### config.mk
export PLATFORM = sky130hd
export DESIGN_NAME = hamming_class_search
export DESIGN_NICKNAME = d
export VERILOG_FILES = /design/src/rtl/hamming_class_search.sv
export SDC_FILE = /design/constraint.sdc
export NUM_CORES = 1
export LEC_CHECK = 0
export CORE_ASPECT_RATIO = 0.9
export CORE_MARGIN = 2
export CORE_UTILIZATION = 25
export CTS_BUF_LIST = sky130_fd_sc_hd__clkbuf_8
export DETAILED_ROUTE_END_ITERATION = 8
export PLACE_DENSITY_LB_ADDON = 0.3
export RECOVER_POWER = 25
export REMOVE_ABC_BUFFERS = 1
export SYNTH_ARGS = -nofsm -noshare
export SYNTH_HDL_FRONTEND = slang
export SYNTH_SLANG_ARGS = --single-unit
### constraint.sdc
create_clock -name clk -period 26 [get_ports clk]
set_input_delay 5.2 -clock clk [delete_from_list [all_inputs] [get_ports clk]]
set_output_delay 5.2 -clock clk [all_outputs]
set_load 0.02 [all_outputs]
### src/rtl/hamming_class_search.sv
// rtl/hamming_class_search.sv - buffers a query hypervector and finds the nearest class by Hamming distance
module hamming_class_search #(
  parameter int FRAME_WIDTH = 64,
  parameter int NUM_FRAMES  = 3,
  parameter int NUM_CLASSES = 8,
  parameter int CLASS_W     = 3,
  parameter int FIDX_W      = 2,
  parameter int DIST_W      = 8
) (
  input  logic                   clk,
  input  logic                   rst_n,
  input  logic                   q_valid,
  output logic                   q_ready,
  input  logic [FRAME_WIDTH-1:0] q_frame,
  output logic [CLASS_W-1:0]     frame_id,
  output logic [FIDX_W-1:0]      frame_index,
  input  logic [FRAME_WIDTH-1:0] class_vec_in,
  output logic                   res_valid,
  input  logic                   res_ready,
  output logic [CLASS_W-1:0]     res_class,
  output logic [DIST_W-1:0]      res_dist,
  output logic                   busy
);

  localparam int PC_W = $clog2(FRAME_WIDTH + 1);
  localparam logic [FIDX_W-1:0]  LAST_FRM = FIDX_W'(NUM_FRAMES - 1);
  localparam logic [CLASS_W-1:0] LAST_CLS = CLASS_W'(NUM_CLASSES - 1);

  typedef enum logic [1:0] {LOAD, SEARCH, DONE} state_t;

  state_t                 state_q;
  logic [FRAME_WIDTH-1:0] qbuf_q [NUM_FRAMES];
  logic [FIDX_W-1:0]      load_cnt_q;
  logic [CLASS_W-1:0]     cls_q;
  logic [FIDX_W-1:0]      frm_q;
  logic [DIST_W-1:0]      acc_q;
  logic [DIST_W-1:0]      best_dist_q;
  logic [CLASS_W-1:0]     best_cls_q;
  logic [CLASS_W-1:0]     res_class_q;
  logic [DIST_W-1:0]      res_dist_q;
  logic                   res_valid_q;

  logic [PC_W-1:0]        part;
  logic [DIST_W-1:0]      total;
  logic                   take_new;
  logic [DIST_W-1:0]      best_dist_d;
  logic [CLASS_W-1:0]     best_cls_d;

  function automatic logic [PC_W-1:0] popcount(input logic [FRAME_WIDTH-1:0] v);
    logic [PC_W-1:0] c;
    c = '0;
    for (int i = 0; i < FRAME_WIDTH; i++) begin
      c = c + PC_W'(v[i]);
    end
    return c;
  endfunction

  // Distance of the current frame and the running class total; class 0 always seeds the best,
  // later classes replace it only when strictly closer so ties keep the lower id.
  always_comb begin
    part        = popcount(qbuf_q[frm_q] ^ class_vec_in);
    total       = acc_q + DIST_W'(part);
    take_new    = (cls_q == '0) || (total < best_dist_q);
    best_dist_d = take_new ? total : best_dist_q;
    best_cls_d  = take_new ? cls_q : best_cls_q;
  end

  assign q_ready     = (state_q == LOAD);
  assign busy        = (state_q == SEARCH);
  assign frame_id    = cls_q;
  assign frame_index = frm_q;
  assign res_valid   = res_valid_q;
  assign res_class   = res_class_q;
  assign res_dist    = res_dist_q;

  // Load / search / done sequencing; cls and frm return to zero outside SEARCH so the
  // generator select reads (0,0) in LOAD and DONE.
  always_ff @(posedge clk or negedge rst_n) begin
    if (!rst_n) begin
      state_q     <= LOAD;
      for (int i = 0; i < NUM_FRAMES; i++) qbuf_q[i] <= '0;
      load_cnt_q  <= '0;
      cls_q       <= '0;
      frm_q       <= '0;
      acc_q       <= '0;
      best_dist_q <= '0;
      best_cls_q  <= '0;
      res_class_q <= '0;
      res_dist_q  <= '0;
      res_valid_q <= 1'b0;
    end else begin
      case (state_q)
        LOAD: begin
          if (q_valid) begin
            qbuf_q[load_cnt_q] <= q_frame;
            if (load_cnt_q == LAST_FRM) begin
              state_q    <= SEARCH;
              load_cnt_q <= '0;
              cls_q      <= '0;
              frm_q      <= '0;
              acc_q      <= '0;
            end else begin
              load_cnt_q <= load_cnt_q + 1'b1;
            end
          end
        end
        SEARCH: begin
          if (frm_q != LAST_FRM) begin
            acc_q <= total;
            frm_q <= frm_q + 1'b1;
          end else begin
            best_dist_q <= best_dist_d;
            best_cls_q  <= best_cls_d;
            acc_q       <= '0;
            frm_q       <= '0;
            if (cls_q == LAST_CLS) begin
              cls_q       <= '0;
              res_class_q <= best_cls_d;
              res_dist_q  <= best_dist_d;
              res_valid_q <= 1'b1;
              state_q     <= DONE;
            end else begin
              cls_q <= cls_q + 1'b1;
            end
          end
        end
        DONE: begin
          if (res_ready) begin
            res_valid_q <= 1'b0;
            state_q     <= LOAD;
          end
        end
        default: state_q <= LOAD;
      endcase
    end
  end

endmodule

* Yosys cells after proc, flatten, opt, wreduce, memory -nomap -nowiden
Index checks and enable logic that the tools add are counted.
Cells by class: add/sub/neg operators 67, $mul 0, div/mod/pow operators 0, $lt $le $gt $ge 4, eq/ne operators 10, shift-type cells 0, multiplexer cells 32, bitwise operators 4, reduce and logical (&&, ||, !) cells 13
Operators with widths (number):
- $add A7 B1 Y7 | 57
- $bwmux W192 | 1
- $mux W64 | 3
- $bmux W64 S2 | 1
- $demux W64 S2 | 1
- $xor A64 B64 Y64 | 1
- $mux W8 | 4
- $mux W2 | 9
- $pmux W8 S2 | 1
- $mux W3 | 5
- $add A8 B7 Y8 | 1
- $lt A8 B8 Y1 | 1
- $ne A2 B2 Y1 const B | 4
- $reduce_and A4 Y1 | 2
- $add A6 B1 Y7 | 1
- $add A5 B1 Y6 | 1
- $ge A3 B3 Y1 const B | 2
- $not A2 Y3 | 2
- $pmux W2 S3 | 1
- $pmux W3 S2 | 1
- $reduce_and A3 Y1 | 2
- $add A4 B1 Y5 | 1
- $reduce_and A5 Y1 | 1
- $add A2 B1 Y2 const B | 2
- other kinds (19) | 25
Word-level totals: register bits 232, bits in latches 0, memory bits (writable) 0, bits in read-only memories 0, input bits 132, output and inout bits 19, word-level logic and storage cells 143, memories 0

* Depth between registers and ports, before layout
Gate-level depths: netlist of the first run.
word-level depth 72, gate-level depth with buffers 33, depth with buffers taken out 30

* Worst setup path before layout of the first run
OpenSTA, ideal clock, no wires.
kind input to register, start input port class_vec_in[26], end register best_dist_q[2], setup time 0.125 ns, data arrival time 12.501 ns, required time 25.875 ns, slack 13.374 ns, cell stages on the path 24, buffers on the path 0, cells stage by stage xor2_1 fa_1 inv_1 fa_1 inv_1 fa_1 fa_1 fa_1 fa_1 inv_1 fa_1 fa_1 fa_1 fa_1 nand2b_1 a211oi_1 mux2i_1 nor2_1 inv_1 ha_1 nand4_1 or2_4 o221ai_2 mux2_2
On the way: word-level cells in the longest chain between the ends 43
Ends and longest elaborated chain:
- start, declared | RTL line 17 | input logic [FRAME_WIDTH-1:0] class_vec_in,
- $xor A64 B64 Y64 (*) | RTL line 61 | part = popcount(qbuf_q[frm_q] ^ class_vec_in);
- $add A7 B1 Y7 (*) (38 in series) | RTL line 53 | c = c + PC_W'(v[i]);
- $add A8 B7 Y8 (*) | RTL line 62 | total = acc_q + DIST_W'(part);
- $lt A8 B8 Y1 | RTL line 63 | take_new = (cls_q == '0) || (total < best_dist_q);
- $logic_or A1 B1 Y1 | RTL line 63
- $mux W8 (*) | RTL line 64 | best_dist_d = take_new ? total : best_dist_q;
- end signal, assigned | RTL line 112 | best_dist_q <= best_dist_d;
- end, declared | RTL line 37 | logic [DIST_W-1:0] best_dist_q;
Mark *: on every way between the ends. The rest lies on a longest branch, timed or not. A chain may end at the register's enable or synchronous reset.

==> results of run 1 <==
-- cell families after synthesis --
family / Yosys count / share of synthesized area [%]
mux: 271 / 24.1
flops: 232 / 44.5
simple gates: 139 / 4.65
compound gates: 129 / 6.17
buf+inv: 111 / 4.13
fa+ha+maj: 90 / 11.9
xor+xnor: 69 / 4.63
-- worst min-delay path: stages (launching register included) --
cell and delay (ps):
dfrtp_1 340, nand2_1 50, o21ai_0 60
-- cell type report --
cell class | instances | area [um^2] | share of cell area [%]
multi-input cells | 698 | 6730 | 41.7
flip-flops and latches | 232 | 5810 | 36.0
repair buffers | 160 | 1570 | 9.71
well taps | 688 | 861 | 5.34
clock buffers | 53 | 729 | 4.52
inverters | 62 | 233 | 1.44
clock inverters | 25 | 193 | 1.19
diodes | 2 | 5.00 | 0.0310
-- sequential cells by signal, summed over array words and instances, names as in the netlist --
| register | cells |
|---|---|
| acc_q | 8 |
| load_cnt_q | 2 |
| frame_id | 3 |
| res_class | 3 |
| frame_index | 2 |
| qbuf_q | 192 |
| best_dist_q | 8 |
| state_q | 2 |
| res_valid | 1 |
| best_cls_q | 3 |
| res_dist | 8 |
-- layer usage --
metal	part of all wire [%]	global-route usage [%]
met3	5.5	3.26
met4	2.4	4.47
met1	46	17.1
met5	0.038	0
met2	46	20.5
-- worst min path at each step --
stage	start	slack, ps	cells after the start	to
finish	res_dist[2]	480	2	res_dist[2]
global route	qbuf_q[142]	520	1	qbuf_q[142]
CTS	res_dist[2]	480	2	res_dist[2]
detailed placement	res_dist[2]	470	2	res_dist[2]
global placement	res_dist[2]	480	2	res_dist[2]
floorplan	best_cls_q[0]	460	2	best_cls_q[0]
-- cells in the mapped netlist, types with 3 or more instances --
library cell,count,area share (%)
nand2b_1,8,0.38
nand2_1,54,1.6
clkbuf_1,8,0.23
nor2b_1,4,0.19
xnor2_1,66,4.4
fa_1,56,8.6
buf_6,8,0.69
o31ai_1,4,0.23
a22o_1,6,0.40
o21ai_1,10,0.38
nor2_1,56,1.6
o21ai_0,31,1.2
nand3_1,4,0.15
dfrtp_1,232,44
mux2_4,49,5.6
xor2_1,3,0.20
buf_2,23,0.88
buf_4,8,0.46
ha_1,34,3.3
o21a_1,3,0.17
inv_1,62,1.8
a21oi_1,53,2.0
mux2i_1,74,5.7
mux2_2,148,13
-- metrics by stage --
stage | worst slack [ps] | utilization (%) | hold slack, ps | instances
3_5_place_dp | 12120 | 29.5 | 470 | 1840
2_1_floorplan | 13180 | - | 455 | 992
3_3_place_gp | 12180 | 29.5 | 480 | 1840
4_1_cts | 12760 | 31.3 | 484 | 1918
6_report | 10650 | 31.3 | 477 | 1920
5_1_grt | 8250 | 31.3 | 515 | 1919
==> metrics.md, run 1 <==
| Metric | Value |
|---|---|
| Mean Syn Cell Area | roughly 13 um^2 |
| Worst-path fanout max | around 130 |
| Total wirelength of the detailed-routed design | 34.0 mm |
| Number of flops mapped to enable cells by yosys | 0 |
| Post-route fraction of the period consumed by the critical path | 59.0% |
| Layout Area Growth over Synthesis | 23.6% |
| Max-capacitance violation count | 2 |
| Required time of the critical path | ~25000 ps |
| Setup clock skew after layout | 29.5 ps |
| Fin. max-slew vios | ~240 |
| Port Buffer Count | 150 |
| Critical path depth in cells | 2 |
| Category of the most critical setup path | in2async |
| Endpoint of the most critical register-to-register path | best_dist_q[3] |
| HPWL reported at the end of detailed placement | about 23 mm |
| Full die area | between 50000 and 60000 um^2 |
| Hold buffer count at CTS | 0 |
| Run status | finished with violations |
| Ys flop type | dfrtp_1 |
| Register-to-Register Setup Slack | ~15000 ps |
| Beginning of the worst register-to-register path | frame_index[1] |
| Count of standard-cell rows | 79 |
| Cell repeated most along the worst path | clkbuf_1 |
| Ordered cell list for the critical path | clkbuf_1 -> clkbuf_1 |
| Post-cts sizing count | 0 |
| Most frequent standard cell in the layout excluding fill and tap cells | dfrtp_1 |
| Standard cell with the maximum stage delay on the critical path | clkbuf_1 |
| Post-synthesis async set-or-reset flop share | 100% |
| Global-route wire length before repair | about 53 mm |
| FMAX | about 65 MHz |
| Average wire per standard cell | 17.7 um |
| Cell count after synthesis | about 1000 |
| Capturing instance or port of the critical path | qbuf_q[60] |
| Final hold violations | 0 |
| Nets@finish | about 1400 |
| Antenna violations before repair | 3 |
| Setup Viol. Count Final | 0 |
| Clk slew on worst S/H paths | ~60 ps |
| Violations in the final reports | capacitance limit, slew limit |
| Final Cell Area | between 15000 and 20000 um^2 |
| Total GRT Usage | 12.9% |
| Number of distinct library cell variants in the gate-level netlist after synthesis | 57 |
| Kind of cell adding the most delay to the critical path | buffers and inverters |
| Path class of the lowest-slack min-delay path | reg2reg |
| Vertical die dimension | around 220 um |
| Number of top-level pins | about 150 |
| Clock tree from TritonCTS | done |
| Largest net degree at the start of global routing | 130 |
| Number of detailed-routing iterations run before antenna repair | 4 |
| Total core area | between 50000 and 60000 um^2 |
| Layout cells sized above 1 | about a quarter |
| Count of warnings emitted by yosys | 0 |
| Initial core utilization | about a quarter |
| Post-synthesis cell area | around 13000 um^2 |
| Portion of the post-synthesis area used by sequential elements | between 40% and 50% |
| Setup repair after global routing missed its margin | false |
| Placed cell area | roughly 15000 um^2 |
| Flops & latches, synth | about 230 |
| Post-route setup TNS | 0 ps |
| Final critical-path required period | 15350 ps |
| Weighted congestion reported at the end of routability-driven placement | approximately 0.75 |
| Headroom to the max-slew limit | -351% |
| Number of fill cells in the layout | around 5300 |
| Number of buffer and inverter stages on the critical path | 2 |
| Leftover overflow at the end of global routing | 0 |
| Via total after detailed routing | 8261 |
| Remaining antenna violation count after routing | 0 |
| Maximum single-stage delay on the critical path | roughly 5000 ps |
| Number of setup buffers added after CTS | 0 |
| Vias in the first global route | around 9000 |
| # DRC | 0 |
| Horizontal extent of the die | about 240 um |
| CTS Root Cell | clkbuf_8 |
| First-iteration detailed-routing DRC count | 280 |
| Endpoint arrival time on the critical path | approximately 14000 ps |
| Type of element launching the critical path | input port |
| Post-DR vias/cell | ~4.3 |
| Transition time at the pin with the least slew margin | 6770 ps |
| Clock buffer count from CTS | 43 |
| Clock latency on the worst-skew pair | between 600 and 700 ps |
| Most frequent cells in the layout | dfrtp_1 (230), mux2_2 (148), clkdlybuf4s50_1 (148) |
| H-Tree Level Count | 2 |
| Critical Path Source | rst_n |
| Cell count of the worst reg-to-reg path | 29 |
| Capturing element type of the critical path | asynchronous set/reset pin |
| Clock sink count | 232 |
| Deepest clock path buffer count | 3 |
Power of run 1 is not shown: default switching activity piles up to over one toggle a cycle in this logic, so the estimate is an artifact.
==> inputs of run 2 (changes only) <==
==> constraint.sdc (replaced) <==
create_clock -name clk -period 15.47 [get_ports clk]
set_input_delay 3.094 -clock clk [delete_from_list [all_inputs] [get_ports clk]]
set_output_delay 3.094 -clock clk [all_outputs]
set_load 0.02 [all_outputs]
==> run 2 against run 1 <==
Effect of this change:
- the run still ends with capacitance limit, slew limit left
- die area stayed put
- clock skew is 1.1 ps higher
- setup slack worse by 6600 ps
- sequential share of layout area is 0.12 points higher
- register-to-register slack worse by 11000 ps
- count of clock-buffer cells in the layout stayed put
==> metrics.md, run 2 (synthesis gave the netlist of run 1 again) <==
| Metric | Value |
|---|---|
| Post-route fraction of the period consumed by the critical path | 73.9% |
| Hold buffer count at CTS | 0 (unchanged) |
| Type of element launching the critical path | register |
| Via total after detailed routing | 8223 (-0.46%) |
| Remaining antenna violation count after routing | 0 (unchanged) |
| Horizontal extent of the die | 245 um (unchanged) |
| # DRC | 0 (unchanged) |
| Worst-path fanout max | 30 (-77%) |
| Number of top-level pins | 151 (unchanged) |
| HPWL reported at the end of detailed placement | 22.6 mm (+0.10%) |
| First-iteration detailed-routing DRC count | 312 (+11%) |
| Standard cell with the maximum stage delay on the critical path | dfrtp_1 |
| Nets@finish | 1419 (unchanged) |
| Headroom to the max-slew limit | -295% (+56 points) |
| Transition time at the pin with the least slew margin | 5930 ps (-842 ps) |
| Full die area | 54000 um^2 (unchanged) |
| Post-route setup TNS | 0 ps (unchanged) |
| Total wirelength of the detailed-routed design | 33.9 mm (-0.10%) |
| Layout cells sized above 1 | 23.3% (-0.15 points) |
| Max-capacitance violation count | 2 (unchanged) |
| Fin. max-slew vios | 136 (-42%) |
| Setup repair after global routing missed its margin | false |
| Number of fill cells in the layout | 5320 (+0.76%) |
| Post-cts sizing count | 0 (unchanged) |
| Vias in the first global route | 9203 (+1.7%) |
| Weighted congestion reported at the end of routability-driven placement | 0.747 (about the same) |
| Most frequent cells in the layout | dfrtp_1 (231), mux2_2 (148), clkdlybuf4s50_1 (148) |
| Average wire per standard cell | 17.7 um (+0.21%) |
| CTS Root Cell | clkbuf_8 |
| Total GRT Usage | 13.0% (+0.085 points) |
| Top register by number of flip-flops | qbuf_q |
| Count of standard-cell rows | 79 (unchanged) |
| FMAX | 87.5 MHz |
| H-Tree Level Count | 2 (unchanged) |
| Met3 routing resource usage after global routing | 3.26% (unchanged) |
| Clock latency on the worst-skew pair | 610 ps (about the same) |
| Clock tree from TritonCTS | done |
| Antenna violations before repair | 3 (unchanged) |
| Clk slew on worst S/H paths | 60 ps (about the same) |
| Leftover overflow at the end of global routing | 0 (unchanged) |
| Final hold violations | 0 (unchanged) |
| Clock buffer count from CTS | 43 (unchanged) |
| Deepest clock path buffer count | 3 (unchanged) |
| Port Buffer Count | 150 (unchanged) |
| Violations in the final reports | capacitance limit, slew limit |
| Setup clock skew after layout | 30.6 ps (+1.11 ps) |
| Final critical-path required period | roughly 11000 ps |
| Most frequent standard cell in the layout excluding fill and tap cells | dfrtp_1 |
| Clock sink count | 232 (unchanged) |
| Endpoint arrival time on the critical path | 11900 ps (-2470 ps) |
| Required time of the critical path | 15940 ps (-9080 ps) |
| Largest net degree at the start of global routing | 130 (unchanged) |
| GR Util met2 | 21.1% (+0.55 points) |
| Number of detailed-routing iterations run before antenna repair | 4 (unchanged) |
| Post-DR vias/cell | 4.30 (-0.15%) |
| Maximum single-stage delay on the critical path | 1680 ps (-3320 ps) |
| Vertical die dimension | 221 um (unchanged) |
| Layout Area Growth over Synthesis | 23.1% |
| Capturing element type of the critical path | register |
| Initial core utilization | 25.3% (unchanged) |
| Flip-flop count of the largest register, all copies and words added | 192 (unchanged) |
| Total core area | 51600 um^2 (unchanged) |
| Setup Viol. Count Final | 0 (unchanged) |
| Run status | finished with violations |
| Cell repeated most along the worst path | fa_1 |
| Met1 track demand over resource | 17.0% (-0.097 points) |
| Most used routing layer | met2 |
| Category of the most critical setup path | reg2reg |
| Number of setup buffers added after CTS | 0 (unchanged) |
| Global-route wire length before repair | 53.3 mm (+0.65%) |
| Path class of the lowest-slack min-delay path | reg2reg |
run 2: cell count changes in the layout (fill, tap and decap cells not counted), sizes merged:
cell | before | now
buf | 9 | 10
clkbuf | 55 | 54
bufinv | 3 | 1
clkinv | 6 | 5
diode | 2 | 1
inv | 76 | 74
run 2: area by class of cell:
cell class / instances / area [um^2] / area share, %
Tap cell: 688 / 861 / 5.36
Timing Repair Buffer: 160 / 1580 / 9.85
Sequential cell: 232 / 5810 / 36.1
Multi-Input combinational cell: 698 / 6730 / 41.9
Clock buffer: 53 / 729 / 4.54
Inverter: 62 / 233 / 1.45
Clock inverter: 20 / 120 / 0.747
Antenna cell: 1 / 2.50 / 0.0156
run 2: metal layers:
| metal | vias to the layer above | wire [um] |
|---|---|---|
| met5 | - | 25 |
| met4 | 4 | 787 |
| met3 | 56 | 1750 |
| met2 | 149 | 15600 |
| met1 | 4141 | 15800 |
| li1 | 3873 | - |
run 2: path summary, 6_finish.rpt:
| check | slack [ps] | to | start | cells past startpoint |
|---|---|---|---|---|
| hold / removal | 490 | best_dist_q[6] | best_dist_q[6] | 2 |
| setup reg to reg | 4040 | best_dist_q[2] | frame_index[1] | 29 |
| hold reg to reg | 490 | best_dist_q[6] | best_dist_q[6] | 2 |
| min in group asynchronous | 4630 | qbuf_q[142] | rst_n | 1 |
| setup / recovery | 4040 | best_dist_q[2] | frame_index[1] | 29 |
| max in group asynchronous | 6980 | frame_index[0] | rst_n | 1 |
run 2: critical path, delay by kind of cell, from the launching register on:
family,cells,cell delay [ps]
buffers and inverters,7,1440
AOI/OAI and AO/OA,3,980
adders and majority gates,11,5340
and+or+nand+nor,4,830
xor gates and xnor gates,1,190
DFF,1,1680
muxes,3,770
run 2: per-stage QoR:
step / std cells / setup WS (ps) / hold WS, ps / instance area [um^2] / util (%)
after floorplan: 992 / 3310 / 455 / 12700 / -
after global placement: 1840 / 3750 / 479 / 15200 / 29.5
after detailed placement: 1840 / 3660 / 478 / 15200 / 29.5
after CTS: 1913 / 4300 / 492 / 16100 / 31.2
after global routing: 1913 / 3460 / 508 / 16100 / 31.1
final: 1914 / 4040 / 488 / 16100 / 31.1
Power of run 2 is left out for the same reason.
